[src/rtl/irq_polling_slave_mc_if.sv]
// irq_polling_slave_mc_if: CSR slave bus (word address, read/write strobes, registered read data)
interface irq_polling_slave_mc_if #(
    parameter int DATA_WIDTH = 32
);
    logic [1:0]            address;
    logic                  read;
    logic [DATA_WIDTH-1:0] readdata;
    logic                  readdatavalid;
    logic                  write;
    logic [DATA_WIDTH-1:0] writedata;

    modport master (
        output address, read, write, writedata,
        input  readdata, readdatavalid
    );

    modport slave (
        input  address, read, write, writedata,
        output readdata, readdatavalid
    );
endinterface

[src/rtl/irq_polling_slave_mc.sv]
// irq_polling_slave_mc: synchronised sticky interrupt capture with CSR polling and an aggregated masked irq
module irq_polling_slave_mc #(
    parameter int                 NUM_IRQ     = 8,
    parameter int                 DATA_WIDTH  = 32,
    parameter int                 SYNC_STAGES = 2,
    parameter logic [NUM_IRQ-1:0] RESET_MODE  = '1
) (
    input  logic                   clk,
    input  logic                   reset,
    irq_polling_slave_mc_if.slave  bus,
    input  logic [NUM_IRQ-1:0]     interrupt,
    output logic                   irq
);
    (* async_reg = "true" *) logic [NUM_IRQ-1:0] r_meta;
    logic [SYNC_STAGES-2:0][NUM_IRQ-1:0] r_chain;
    logic [NUM_IRQ-1:0] r_prev;
    logic [NUM_IRQ-1:0] r_pending;
    logic [NUM_IRQ-1:0] r_mask;
    logic [NUM_IRQ-1:0] r_mode;
    logic [NUM_IRQ-1:0] w_sync;
    logic [NUM_IRQ-1:0] w_set;
    logic [NUM_IRQ-1:0] w_clr;
    logic [NUM_IRQ-1:0] w_wdata;
    logic [NUM_IRQ-1:0] w_rd;
    logic               w_unused;

    assign w_sync   = r_chain[SYNC_STAGES-2];
    assign w_wdata  = bus.writedata[NUM_IRQ-1:0];
    assign w_unused = ^bus.writedata;
    // edge mode needs a fresh rising edge, level mode re-asserts every cycle the input is high
    assign w_set    = w_sync & (~r_mode | ~r_prev);
    assign w_clr    = (bus.write && bus.address == 2'd0) ? w_wdata : '0;

    always_comb begin
        w_rd = bus.address == 2'd0 ? r_pending :
               bus.address == 2'd1 ? r_mask :
               bus.address == 2'd2 ? r_mode : w_sync;
    end

    always_ff @(posedge clk or posedge reset) begin
        if (reset) begin
            r_meta            <= '0;
            r_chain           <= '0;
            r_prev            <= '0;
            r_pending         <= '0;
            r_mask            <= '0;
            r_mode            <= RESET_MODE;
            bus.readdata      <= '0;
            bus.readdatavalid <= 1'b0;
            irq               <= 1'b0;
        end else begin
            r_meta     <= interrupt;
            r_chain[0] <= r_meta;
            for (int k = 1; k < SYNC_STAGES - 1; k++)
                r_chain[k] <= r_chain[k-1];
            r_prev    <= w_sync;
            r_pending <= (r_pending & ~w_clr) | w_set;
            if (bus.write && bus.address == 2'd1)
                r_mask <= w_wdata;
            if (bus.write && bus.address == 2'd2)
                r_mode <= w_wdata;
            if (bus.read)
                bus.readdata <= DATA_WIDTH'(w_rd);
            bus.readdatavalid <= bus.read;
            irq               <= |(r_pending & r_mask);
        end
    end
endmodule

[src/flat_wrapper.sv]
// flat-port wrapper written by rule: the top's interface ports become plain ports
module irq_polling_slave_mc_flat 
#(
    parameter int                 NUM_IRQ     = 8,
    parameter int                 DATA_WIDTH  = 32,
    parameter int                 SYNC_STAGES = 2,
    parameter logic [NUM_IRQ-1:0] RESET_MODE  = '1
)
  (clk, reset, interrupt, irq, bus_address, bus_read, bus_write, bus_writedata, bus_readdata, bus_readdatavalid);
  irq_polling_slave_mc_if #(.DATA_WIDTH(DATA_WIDTH)) bus_i ();
  input  logic clk;
  input  logic reset;
  input  logic [NUM_IRQ-1:0] interrupt;
  output logic irq;
  input wire logic [$bits(bus_i.address)-1:0] bus_address;
  input wire logic [$bits(bus_i.read)-1:0] bus_read;
  input wire logic [$bits(bus_i.write)-1:0] bus_write;
  input wire logic [$bits(bus_i.writedata)-1:0] bus_writedata;
  output wire logic [$bits(bus_i.readdata)-1:0] bus_readdata;
  output wire logic [$bits(bus_i.readdatavalid)-1:0] bus_readdatavalid;
  assign bus_i.address = bus_address;
  assign bus_i.read = bus_read;
  assign bus_i.write = bus_write;
  assign bus_i.writedata = bus_writedata;
  assign bus_readdata = bus_i.readdata;
  assign bus_readdatavalid = bus_i.readdatavalid;
  irq_polling_slave_mc #(.NUM_IRQ(NUM_IRQ), .DATA_WIDTH(DATA_WIDTH), .SYNC_STAGES(SYNC_STAGES), .RESET_MODE(RESET_MODE)) u_core (.clk(clk), .reset(reset), .bus(bus_i), .interrupt(interrupt), .irq(irq));
endmodule
[config.mk]
export PLATFORM = sky130hd
export DESIGN_NAME = irq_polling_slave_mc_flat
export DESIGN_NICKNAME = d
export VERILOG_FILES = /design/src/rtl/irq_polling_slave_mc_if.sv /design/src/rtl/irq_polling_slave_mc.sv /design/src/flat_wrapper.sv
export SDC_FILE = /design/constraint.sdc
export NUM_CORES = 1
export LEC_CHECK = 0
export ABC_AREA = 1
export CAP_MARGIN = 25
export CORE_AREA = 2 2 82 84
export CTS_BUF_LIST = sky130_fd_sc_hd__clkbuf_8 sky130_fd_sc_hd__clkbuf_16
export DETAILED_ROUTE_END_ITERATION = 8
export DIE_AREA = 0 0 84 86
export GPL_ROUTABILITY_DRIVEN = 0
export GPL_TIMING_DRIVEN = 0
export PLACE_DENSITY = 0.69
export SYNTH_ARGS = -nofsm -noshare
export SYNTH_HDL_FRONTEND = slang
export SYNTH_SLANG_ARGS = --single-unit
[constraint.sdc]
create_clock -name clk -period 2.6 [get_ports clk]
set_input_delay 0.78 -clock clk [delete_from_list [all_inputs] [get_ports clk]]
set_output_delay 0.78 -clock clk [all_outputs]
set_load 0.02 [all_outputs]
; ---- Word-level counts from Yosys, hierarchy flattened
; Cells that the tools add are included.
[word_totals]
reg_bits = 58
latchBits = 0
ram_bits = 0
mem_bits_ro = 0
input_bits = 46
out_inout_bits = 34
mem_count = 0
[classes]
n_addsub = 0
multipliers = 0
div = 0
magnitude_cmp = 0
eq_ne = 2
n_shift = 0
muxes = 4
n_bitwise = 8
reduce_logical = 5
[ops]
columns = operator, count
row1 = 8-bit 2-to-1 mux, 4
row2 = 8-bit AND, 3
row3 = 8-bit inverter, 3
row4 = 8-bit OR, 2
row5 = 8-bit OR reduction, 1
row6 = 1-bit logical AND, 3
row7 = "2-bit by 1-bit equality test with 1-bit output, second input constant", 1
row8 = "2-bit equality test, second input constant", 1
row9 = 2-bit zero test, 1

; ---- Logic depth before layout (Yosys ltp)
; Gate-level depths: netlist of the first run.
[depth]
depth_word = 6
mapped_depth = 7
ltp_nobuf = 7

; ---- Worst setup path after synthesis of the first run
; Ideal clock, no wire load.
[synth_timing]
path_type = input to register
startpoint = in bus_address[1]
endpoint = reg u_core.r_pending[0]
setup_ns = 0.123
arrival_time_ns = 1.452
t_required_ns = 2.477
path_slack_ns = 1.025
path_stages = 5
path_cell_list = buf_6 -> nor2_2 -> nand2_2 -> o21ai_0 -> nand2_1
[synth_via]
elab_chain_cells = 6
[synth_lines]
columns = element, line
row1 = "start, declared", flat_wrapper.sv:15  ; input wire logic [$bits(bus_i.address)-1:0] bus_address;
row2 = 2-bit zero test, irq_polling_slave_mc.sv:32  ; assign w_clr = (bus.write && bus.address == 2'd0) ? w_wdata : '0;
row3 = 1-bit logical AND, irq_polling_slave_mc.sv:32
row4 = 8-bit 2-to-1 mux, irq_polling_slave_mc.sv:32
row5 = 8-bit inverter, irq_polling_slave_mc.sv:57  ; r_pending <= (r_pending & ~w_clr) | w_set;
row6 = 8-bit AND, irq_polling_slave_mc.sv:57
row7 = 8-bit OR, irq_polling_slave_mc.sv:57
row8 = "end signal, assigned", irq_polling_slave_mc.sv:57
row9 = "end, declared", irq_polling_slave_mc.sv:17  ; logic [NUM_IRQ-1:0] r_pending;
; Every way passes these cells.
; A chain may end at the register's enable or synchronous reset.

; ---- Worst setup path in the final report of the first run
[layout_timing]
startpoint = reg u_core.bus.readdata[2]
endpoint = out bus_readdata[2]
[layout_lines]
columns = element, line
row1 = "start, declared", irq_polling_slave_mc_if.sv:19  ; output readdata, readdatavalid
row2 = "start signal, assigned", irq_polling_slave_mc.sv:63  ; bus.readdata <= DATA_WIDTH'(w_rd);
row3 = "end, declared", flat_wrapper.sv:19  ; output wire logic [$bits(bus_i.readdata)-1:0] bus_readdata;
; No word-level cell between the ends.

==> summary.txt, run 1 <==
Final layout
  – Most common cell after layout, fill and taps aside: nand2_1
  – Final Core Density: 51.0%
  – P&R area growth vs syn: 29.9%
  – Most frequent cells in the layout: nand2_1, dfrtp_1, clkdlybuf4s50_1
  – Final antenna diode count: 0
  – Layout cells sized above 1: 17.8%
  – Register area: 0.00146 sq mm
  – Design area: 0.00320 sq mm
  – Final-stage net count: 378
  – Area of the multi-input gates: 757 sq um
  – Fill cells: 594

Outcome
  – Outcome: finished, final reports clean

Place
  – PortBufs: 30
  – DPL Wire Length: 3.32 mm
  – Setup Slack @ Placement: 0.320 ns
  – Placed inst area: 0.00297 sq mm

Global routing
  – Largest net degree at the start of global routing: 35
  – Initial antenna violation count: 0
  – First-pass GRT wire length: 7.86 mm
  – Total Routing Usage GR: 14.3%
  – Vias in the first global route: 1,697
  – GRT overflow: 0

Power and ir drop
  – Comb power frac: 14.3%
  – Maximum vdd drop: 0.373 mV
  – Pwr Density: 744 mW/mm^2
  – Sw Ratio: 25.2%
  – Net Switching: 0.601 mW
  – Sequential power share: 44.4%
  – Cell leakage power: 1.66 nW
  – Share of power burned in the clock network: 41.3%
  – Internal power: 1.78 mW

Routing
  – Via-per-instance ratio: 4.42
  – Final ANT Viol Nets: 0
  – DRT Wirelength: 4.66 mm
  – Remaining DRCs: 0
  – WL per Instance: 11.2 um
  – DRT Pass-1 Iters: 4
  – DR vias: 1,828
  – Initial DRC Count: 208

Clock tree
  – # resized after CTS: 0
  – CTS max path bufs: 2
  – CTS buffer count: 9
  – Setup bufs post-CTS: 0
  – Clock tree sinks: 58
  – Worst-Skew Late Latency: 0.34 ns
  – CTS tree: done
  – Depth of the CTS H-tree: 3
  – Cts hold-fix bufs: 0
  – Root Buffer: clkbuf_8
  – Clock transition at path regs: 0.07 ns

Setup path
  – Slowest Stage Delay on Critical Path: 0.60 ns
  – Data arrival, critical path: 1.31 ns
  – RR Startpoint: u_core.r_mode[3]
  – Buf+Inv Stages, Crit Path: 1
  – Slowest CP cell: clkdlybuf4s50_1
  – Crit path max-delay family: buffers and inverters
  – Worst EP required: 1.82 ns
  – CP endpoint kind: primary output
  – Kind of critical path: flop to primary output
  – Worst reg2reg path depth: 6
  – Worst-path cell chain: clkdlybuf4s50_1
  – FF-to-FF End: u_core.bus.readdata[3]
  – Crit-path max FO: 2
  – Internal reg-to-reg setup slack: 1.63 ns
  – Setup crit start kind: flop

STA
  – RSZ-0062 raised after global routing: no
  – Max-slew violations: 0
  – Rel. slew slack: 63.9%
  – Setup Viol. Count Final: 0
  – Tcrit/Tclk final: 80.2%
  – Final Critical Period: 2.09 ns
  – Fmax: 0.479 GHz
  – Final worst slack: 0.514 ns
  – Final setup skew: 0.00923 ns
  – Worst Tran Pin Value: 0.541 ns
  – Fin. Hold Viols: 0

Floorplanning
  – Ports: 80
  – Die height: 86 um
  – Core area: 0.00628 sq mm
  – Die width: 84 um
  – Die Area: 0.00722 sq mm
  – Initial core utilization: 39.3%
  – Num rows: 29

Synth
  – Post-synth cell types: 20
  – Syn Inst Count: 267
  – Mapped Area: 0.00246 sq mm
  – Synth Register Bits: 58
  – YS warnings: 0
  – Sequential area share after synthesis: 59.3%
  – Mapped Avg Cell Area: 9.23 sq um

Min path
  – Hold Path Depth: 0
  – Beginning of the worst hold path: u_core.r_meta[2]
  – WHS Endpoint: u_core.r_chain[2]
  – Min-Delay Path Class: flop to flop

Flow run
  – Max-cap viol count: 0
-- power groups by stage --
stage	Clock [mW]	Sequential [mW]	Combinational, mW
floorplan	0	1.08	0.207
global placement	0	1.07	0.330
detailed placement	0	1.07	0.340
CTS	1.01	1.06	0.343
global route	1.05	1.07	0.381
finish	0.984	1.06	0.340
-- synthesized netlist by cell type --
cell type,n,area share [%]
a21oi_1,8,1.6
a22o_1,3,1.1
buf_2,2,0.41
buf_4,24,7.3
buf_6,2,0.91
clkbuf_1,1,0.15
conb_1,1,0.15
dfrtp_1,50,51
dfstp_2,8,8.5
inv_1,28,4.3
inv_2,3,0.46
nand2_1,82,12
nand2_2,1,0.25
nand2_4,2,0.91
nand3_1,16,3.2
nand3_2,1,0.41
nor2_1,2,0.30
nor2_2,1,0.25
o21ai_0,24,4.9
o21ai_1,8,1.6
-- per-layer routing --
layer  track usage (%)  part of all wire [%]  vias to the layer above
met3              3.56                   7.5                       13
met2              20.8                    43                       74
met5                 0                     0                        -
met4              10.1                   2.9                        0
li1                  -                     -                      919
met1              18.7                    47                      822
-- worst max path at each step --
stage	startpoint	depth (start not counted)	end
2_1_floorplan	reset	1	u_core.bus.readdata[0]
3_3_place_gp	reset	2	u_core.r_pending[6]
3_5_place_dp	bus_address[0]	5	u_core.r_pending[3]
4_1_cts	u_core.bus.readdata[5]	1	bus_readdata[5]
5_1_grt	u_core.bus.readdata[2]	1	bus_readdata[2]
6_report	u_core.bus.readdata[2]	1	bus_readdata[2]
-- kinds of logic after synthesis --
logic type,count (synthesis),synth area share (%)
AND/OR/NAND/NOR,105,17.9
other,1,0.152
flip-flops,58,59.3
AO/OA/AOI/OAI,43,9.19
buffers and inverters,60,13.5
-- through the flow --
stage	TNS [ns]	instances	hold slack [ns]	power (mW)
floorplan	0	290	0.331	1.29
global placement	-27.96	397	0.332	1.40
detailed placement	0	398	0.335	1.41
CTS	0	414	0.348	2.41
global route	0	414	0.349	2.50
finish	0	414	0.348	2.38
-- registers in the layout, indices dropped and copies added, names as in the netlist --
signal / count
u_core.bus.readdata: 8
u_core.bus.readdatavalid: 1
u_core.irq: 1
u_core.r_chain: 8
u_core.r_mask: 8
u_core.r_meta: 8
u_core.r_mode: 8
u_core.r_pending: 8
u_core.r_prev: 8
-- final cells by class --
type	count	area share, %
Timing Repair Buffer	31	10.0
Multi-Input combinational cell	172	23.6
Tap cell	77	3.01
Inverter	31	3.63
Buffer	29	6.76
Clock buffer	9	3.87
Sequential cell	58	45.6
Clock inverter	7	3.44
Power figures use the tool's default switching activity.
==> run 2, diff against run 1 <==
--- a/config.mk
+++ b/config.mk
@@ -13,7 +13,7 @@
 export DIE_AREA = 0 0 84 86
 export GPL_ROUTABILITY_DRIVEN = 0
 export GPL_TIMING_DRIVEN = 0
-export PLACE_DENSITY = 0.69
+export PLACE_DENSITY = 0.72
 export SYNTH_ARGS = -nofsm -noshare
 export SYNTH_HDL_FRONTEND = slang
 export SYNTH_SLANG_ARGS = --single-unit
==> constraint.sdc (replaced) <==
create_clock -name clk -period 1.9 [get_ports clk]
set_input_delay 0.57 -clock clk [delete_from_list [all_inputs] [get_ports clk]]
set_output_delay 0.57 -clock clk [all_outputs]
set_load 0.02 [all_outputs]
==> run 2 against run 1 <==
Against the previous run: die area unchanged; highest routed layer unchanged; critical path type unchanged; utilization decreased by 0.060 points; via count increased by 0.33%; final area decreased by 0.12%; worst hold slack got worse by 0.0011 ns; critical endpoint is now bus_readdata[7]; non-clock buffer count unchanged.
==> summary.txt, run 2 (synthesis results as in run 1) <==
Clock tree
  – # resized after CTS: 0 (unchanged)
  – Setup bufs post-CTS: 0 (unchanged)
  – CTS max path bufs: 2 (unchanged)
  – CTS tree: done (unchanged)
  – Depth of the CTS H-tree: 3 (unchanged)
  – Worst-Skew Late Latency: 0.34 ns (about the same)
  – Root Buffer: clkbuf_8 (unchanged)
  – Cts hold-fix bufs: 0 (unchanged)
  – CTS buffer count: 9 (unchanged)
  – Clock transition at path regs: 0.06 ns (was 0.07 ns)
  – Clock tree sinks: 58 (unchanged)

Setup path
  – CP endpoint kind: primary output (unchanged)
  – Buf+Inv Stages, Crit Path: 1 (unchanged)
  – Slowest CP cell: clkdlybuf4s50_1 (unchanged)
  – Data arrival, critical path: 1.29 ns (was 1.31 ns)
  – Setup crit start kind: flop (unchanged)
  – Worst-path cell chain: clkdlybuf4s50_1 (unchanged)
  – Worst EP required: 1.33 ns (was 1.82 ns)
  – Crit-path max FO: 2 (unchanged)
  – Slowest Stage Delay on Critical Path: 0.60 ns (about the same)
  – Kind of critical path: flop to primary output (unchanged)
  – Crit path max-delay family: buffers and inverters (unchanged)

Floorplanning
  – Ports: 80 (unchanged)
  – Initial core utilization: 39.3% (unchanged)
  – Core area: 0.00628 sq mm (unchanged)
  – Num rows: 29 (unchanged)
  – Die width: 84 um (unchanged)
  – Die Area: 0.00722 sq mm (unchanged)
  – Die height: 86 um (unchanged)

Final layout
  – Most common cell after layout, fill and taps aside: nand2_1 (unchanged)
  – Layout cells sized above 1: 17.8% (unchanged)
  – Final-stage net count: 378 (unchanged)
  – Most frequent cells in the layout: nand2_1, dfrtp_1, inv_1 (was nand2_1, dfrtp_1, clkdlybuf4s50_1)
  – Final antenna diode count: 0 (unchanged)
  – Non-Filler Instances: 414 (unchanged)
  – P&R area growth vs syn: 29.7% (was 29.9%)

Power and ir drop
  – Tot Pwr: 3.10 mW (was 2.38 mW)
  – Cell leakage power: 1.69 nW (was 1.66 nW)
  – Maximum vdd drop: 0.492 mV (was 0.373 mV)
  – Pwr Density: 969 mW/mm^2 (was 744 mW/mm^2)

Routing
  – Via-per-instance ratio: 4.43 (was 4.42)
  – Final ANT Viol Nets: 0 (unchanged)
  – DRT Wirelength: 4.52 mm (was 4.66 mm)
  – DRT Pass-1 Iters: 4 (unchanged)
  – Initial DRC Count: 136 (was 208)
  – Remaining DRCs: 0 (unchanged)
  – WL per Instance: 10.9 um (was 11.2 um)
  – DR vias: 1,834 (was 1,828)

STA
  – Setup Viol. Count Final: 0 (unchanged)
  – RSZ-0062 raised after global routing: no (unchanged)
  – Final Critical Period: 1.86 ns
  – Fin. Hold Viols: 0 (unchanged)
  – Max-slew violations: 0 (unchanged)
  – Final setup skew: 0.00778 ns (was 0.00923 ns)
  – Final worst slack: 0.0431 ns (was 0.514 ns)
  – Tcrit/Tclk final: 97.7%
  – Fmax: 0.539 GHz

Global routing
  – Vias in the first global route: 1,651 (was 1,697)
  – GRT overflow: 0 (unchanged)
  – Total Routing Usage GR: 13.7% (was 14.3%)
  – Initial antenna violation count: 0 (unchanged)
  – First-pass GRT wire length: 7.71 mm (was 7.86 mm)
  – Largest net degree at the start of global routing: 38 (was 35)

Place
  – PortBufs: 30 (unchanged)
  – DPL Wire Length: 3.30 mm (was 3.32 mm)
  – Dpl cells: 398 (unchanged)
  – Setup Slack @ Placement: -0.150 ns (was 0.320 ns)

Outcome
  – Outcome: finished, final reports clean (unchanged)

Flow run
  – Max-cap viol count: 0 (unchanged)

Min path
  – Min-Delay Path Class: flop to flop (unchanged)
[run 2: area by class of cell]
| cell class | count | area, sq um |
|---|---|---|
| clock buffers | 13 | 179 |
| repair buffers | 31 | 330 |
| fillers | 595 | 3080 |
| plain buffers | 29 | 216 |
| inverters | 31 | 120 |
| well taps | 77 | 96.3 |
| clock inverters | 3 | 37.5 |
| multi-input cells | 172 | 757 |
| flip-flops and latches | 58 | 1460 |
[run 2: worst paths after layout]
check	cells after the start	slack, ns	startpoint	end
setup / recovery	1	0.04	u_core.bus.readdata[7]	bus_readdata[7]
hold / removal	0	0.35	u_core.r_meta[7]	u_core.r_chain[7]
setup reg to reg	6	0.94	u_core.r_mode[7]	u_core.bus.readdata[7]
hold reg to reg	0	0.35	u_core.r_meta[7]	u_core.r_chain[7]
max in group asynchronous	3	0.69	reset	u_core.r_mode[5]
min in group asynchronous	2	0.61	reset	u_core.r_mask[2]
[run 2: power by group]
part	switching, mW	total (mW)	leakage [nW]	internal (mW)
Sequential	0.0744	1.45	0.654	1.37
Clock	0.451	1.19	0.118	0.739
Combinational	0.255	0.462	0.918	0.206
[run 2: metrics by stage]
stage	hold WS (ns)	setup TNS, ns	util [%]	instance area (sq um)
2_1_floorplan	0.331	0	-	2550
3_3_place_gp	0.332	-1.83	47.0	2950
3_5_place_dp	0.335	-1.10	47.3	2970
4_1_cts	0.348	0	50.8	3190
5_1_grt	0.352	0	50.9	3200
6_report	0.347	0	50.9	3200
[run 2: routing by layer]
layer	vias to the layer above	track usage, %	share of wire [%]
li1	927	-	-
met1	814	18.1	46
met2	83	20.1	43
met3	10	4.04	8.2
met4	0	8.36	2.7
met5	-	0	0
==> run 3, diff against run 2 <==
--- a/config.mk
+++ b/config.mk
@@ -14,6 +14,7 @@
 export GPL_ROUTABILITY_DRIVEN = 0
 export GPL_TIMING_DRIVEN = 0
 export PLACE_DENSITY = 0.72
+export SLEW_MARGIN = 20
 export SYNTH_ARGS = -nofsm -noshare
 export SYNTH_HDL_FRONTEND = slang
 export SYNTH_SLANG_ARGS = --single-unit
==> run 3 against run 2 <==
Against the previous run: count of clock-buffer cells in the layout down 1; clock power down 13%; global-route usage up 0.18 points; worst setup slack worse by 0.0029 ns; worst hold slack better by 0.0019 ns; power down 5.2%; combinational power about the same; critical endpoint unchanged; sequential share of layout area up 0.49 points; cell count unchanged.
==> summary.txt, run 3 (synthesis results as in run 1) <==
Setup path
  – CP endpoint kind: primary output (unchanged)
  – Slowest CP cell: clkdlybuf4s50_1 (unchanged)
  – Worst reg2reg path depth: 3 (was 6)
  – FF-to-FF End: u_core.irq (was u_core.bus.readdata[7])
  – Buf+Inv Stages, Crit Path: 1 (unchanged)
  – Crit path max-delay family: buffers and inverters (unchanged)
  – Data arrival, critical path: 1.29 ns (about the same)
  – Setup crit start kind: flop (unchanged)
  – Internal reg-to-reg setup slack: 0.92 ns (was 0.94 ns)
  – Levels on crit path: 1 (unchanged)
  – Crit-path max FO: 2 (unchanged)
  – Slowest Stage Delay on Critical Path: 0.60 ns (about the same)
  – Worst EP required: 1.33 ns (about the same)
  – RR Startpoint: u_core.r_pending[1] (was u_core.r_mode[7])
  – Kind of critical path: flop to primary output (unchanged)
  – Worst-path cell chain: clkdlybuf4s50_1 (unchanged)

Final layout
  – Non-Filler Instances: 414 (unchanged)
  – Layout cells sized above 1: 17.8% (unchanged)
  – Register area: 0.00146 sq mm (unchanged)
  – Final Core Density: 50.4% (was 50.9%)
  – Final antenna diode count: 0 (unchanged)
  – P&R area growth vs syn: 28.4% (was 29.7%)
  – Final-stage net count: 378 (unchanged)
  – Most common cell after layout, fill and taps aside: nand2_1 (unchanged)
  – Design area: 0.00316 sq mm (was 0.00320 sq mm)
  – Most frequent cells in the layout: nand2_1, dfrtp_1, inv_1 (unchanged)
  – Area of the multi-input gates: 757 sq um (unchanged)
  – Fill cells: 601 (was 595)

Min path
  – Min-Delay Path Class: flop to flop (unchanged)
  – Beginning of the worst hold path: u_core.r_meta[3] (was u_core.r_meta[7])
  – Hold Path Depth: 0 (unchanged)
  – WHS Endpoint: u_core.r_chain[3] (was u_core.r_chain[7])

Global routing
  – Initial antenna violation count: 0 (unchanged)
  – Total Routing Usage GR: 13.9% (was 13.7%)
  – Largest net degree at the start of global routing: 31 (was 38)
  – First-pass GRT wire length: 7.76 mm (was 7.71 mm)
  – GRT overflow: 0 (unchanged)
  – Vias in the first global route: 1,665 (was 1,651)

Clock tree
  – Depth of the CTS H-tree: 3 (unchanged)
  – CTS max path bufs: 2 (unchanged)
  – Worst-Skew Late Latency: 0.34 ns (about the same)
  – Clock tree sinks: 58 (unchanged)
  – CTS buffer count: 9 (unchanged)
  – CTS tree: done (unchanged)
  – Cts hold-fix bufs: 0 (unchanged)
  – Root Buffer: clkbuf_8 (unchanged)
  – Clock transition at path regs: 0.07 ns (was 0.06 ns)

Routing
  – Initial DRC Count: 162 (was 136)
  – Final ANT Viol Nets: 0 (unchanged)
  – Remaining DRCs: 0 (unchanged)
  – Via-per-instance ratio: 4.41 (was 4.43)
  – DR vias: 1,824 (was 1,834)
  – WL per Instance: 11.1 um (was 10.9 um)
  – DRT Wirelength: 4.62 mm (was 4.52 mm)
  – DRT Pass-1 Iters: 4 (unchanged)

Floorplanning
  – Die height: 86 um (unchanged)
  – Ports: 80 (unchanged)
  – Num rows: 29 (unchanged)
  – Die width: 84 um (unchanged)
  – Initial core utilization: 39.3% (unchanged)
  – Die Area: 0.00722 sq mm (unchanged)
  – Core area: 0.00628 sq mm (unchanged)

Power and ir drop
  – Comb power frac: 15.8% (was 14.9%)
  – Maximum vdd drop: 0.423 mV (was 0.492 mV)
  – Tot Pwr: 2.94 mW (was 3.10 mW)
  – Sequential power share: 49.3% (was 46.7%)
  – Sw Ratio: 27.0% (was 25.2%)
  – Pwr Density: 929 mW/mm^2 (was 969 mW/mm^2)
  – Internal power: 2.14 mW (was 2.32 mW)
  – Net Switching: 0.794 mW (was 0.781 mW)
  – Cell leakage power: 1.68 nW (was 1.69 nW)
  – Share of power burned in the clock network: 34.9% (was 38.4%)

STA
  – Setup Viol. Count Final: 0 (unchanged)
  – Max-slew violations: 0 (unchanged)
  – Rel. slew slack: 55.9%
  – RSZ-0062 raised after global routing: no (unchanged)
  – Final worst slack: 0.0402 ns (was 0.0431 ns)
  – Final Critical Period: 1.86 ns (about the same)
  – Fmax: 0.538 GHz (was 0.539 GHz)
  – Tcrit/Tclk final: 97.9% (was 97.7%)
  – Worst Tran Pin Value: 0.660 ns
  – Final setup skew: 0.00449 ns (was 0.00778 ns)
  – Fin. Hold Viols: 0 (unchanged)

Place
  – Setup Slack @ Placement: -0.155 ns (was -0.150 ns)
  – DPL Wire Length: 3.31 mm (was 3.30 mm)
  – Dpl cells: 398 (unchanged)
  – PortBufs: 30 (unchanged)
  – Placed inst area: 0.00297 sq mm (unchanged)

Flow run
  – Max-cap viol count: 0 (unchanged)

Outcome
  – Outcome: finished, final reports clean (unchanged)
[run 3: changes by cell type in the layout (fill, tap and decap cells not counted), sizes merged]
| cell | change |
|---|---|
| bufinv | -1 |
| clkbuf | -1 |
| clkinv | +2 |
[run 3: layer usage]
layer | GRT usage [%] | wire length [um] | vias to the layer above
li1 | - | - | 928
met1 | 18.2 | 2090 | 813
met2 | 20.1 | 2060 | 74
met3 | 3.75 | 358 | 9
met4 | 9.68 | 106 | 0
met5 | 0 | 0 | -
[run 3: power groups by stage]
stage | logic (mW) | registers, mW | clock network, mW
6_report | 0.463 | 1.45 | 1.03
5_1_grt | 0.518 | 1.46 | 1.12
4_1_cts | 0.469 | 1.45 | 1.06
3_5_place_dp | 0.466 | 1.47 | 0
3_3_place_gp | 0.452 | 1.46 | 0
2_1_floorplan | 0.283 | 1.48 | 0
[run 3: how the worst max path moves through the flow]
stage                                endpoint              startpoint  slack (ns)
final                         bus_readdata[7]  u_core.bus.readdata[7]        0.04
after global routing          bus_readdata[7]  u_core.bus.readdata[7]       0.003
after CTS                     bus_readdata[3]  u_core.bus.readdata[3]        0.02
after detailed placement  u_core.r_pending[1]          bus_address[0]       -0.16
after global placement    u_core.r_pending[1]          bus_address[0]       -0.13
after floorplan           u_core.r_pending[0]          bus_address[1]        0.53
[run 3: area by class of cell]
type | instances | share of cell area [%]
Multi-Input combinational cell | 172 | 23.9
Tap cell | 77 | 3.04
Timing Repair Buffer | 31 | 10.4
Clock buffer | 12 | 5.22
Buffer | 29 | 6.84
Sequential cell | 58 | 46.2
Inverter | 31 | 3.80
Clock inverter | 4 | 0.554
[run 3: what timing repair did]
item	CTS	global route
resized for setup	0	4
setup buffers	0	0
setup endpoints to repair	0	4
[run 3: per-stage QoR]
stage / hold slack [ns] / setup TNS (ns)
floorplan: 0.331 / 0
global placement: 0.332 / -1.83
detailed placement: 0.335 / -1.15
CTS: 0.350 / 0
global route: 0.354 / 0
finish: 0.349 / 0
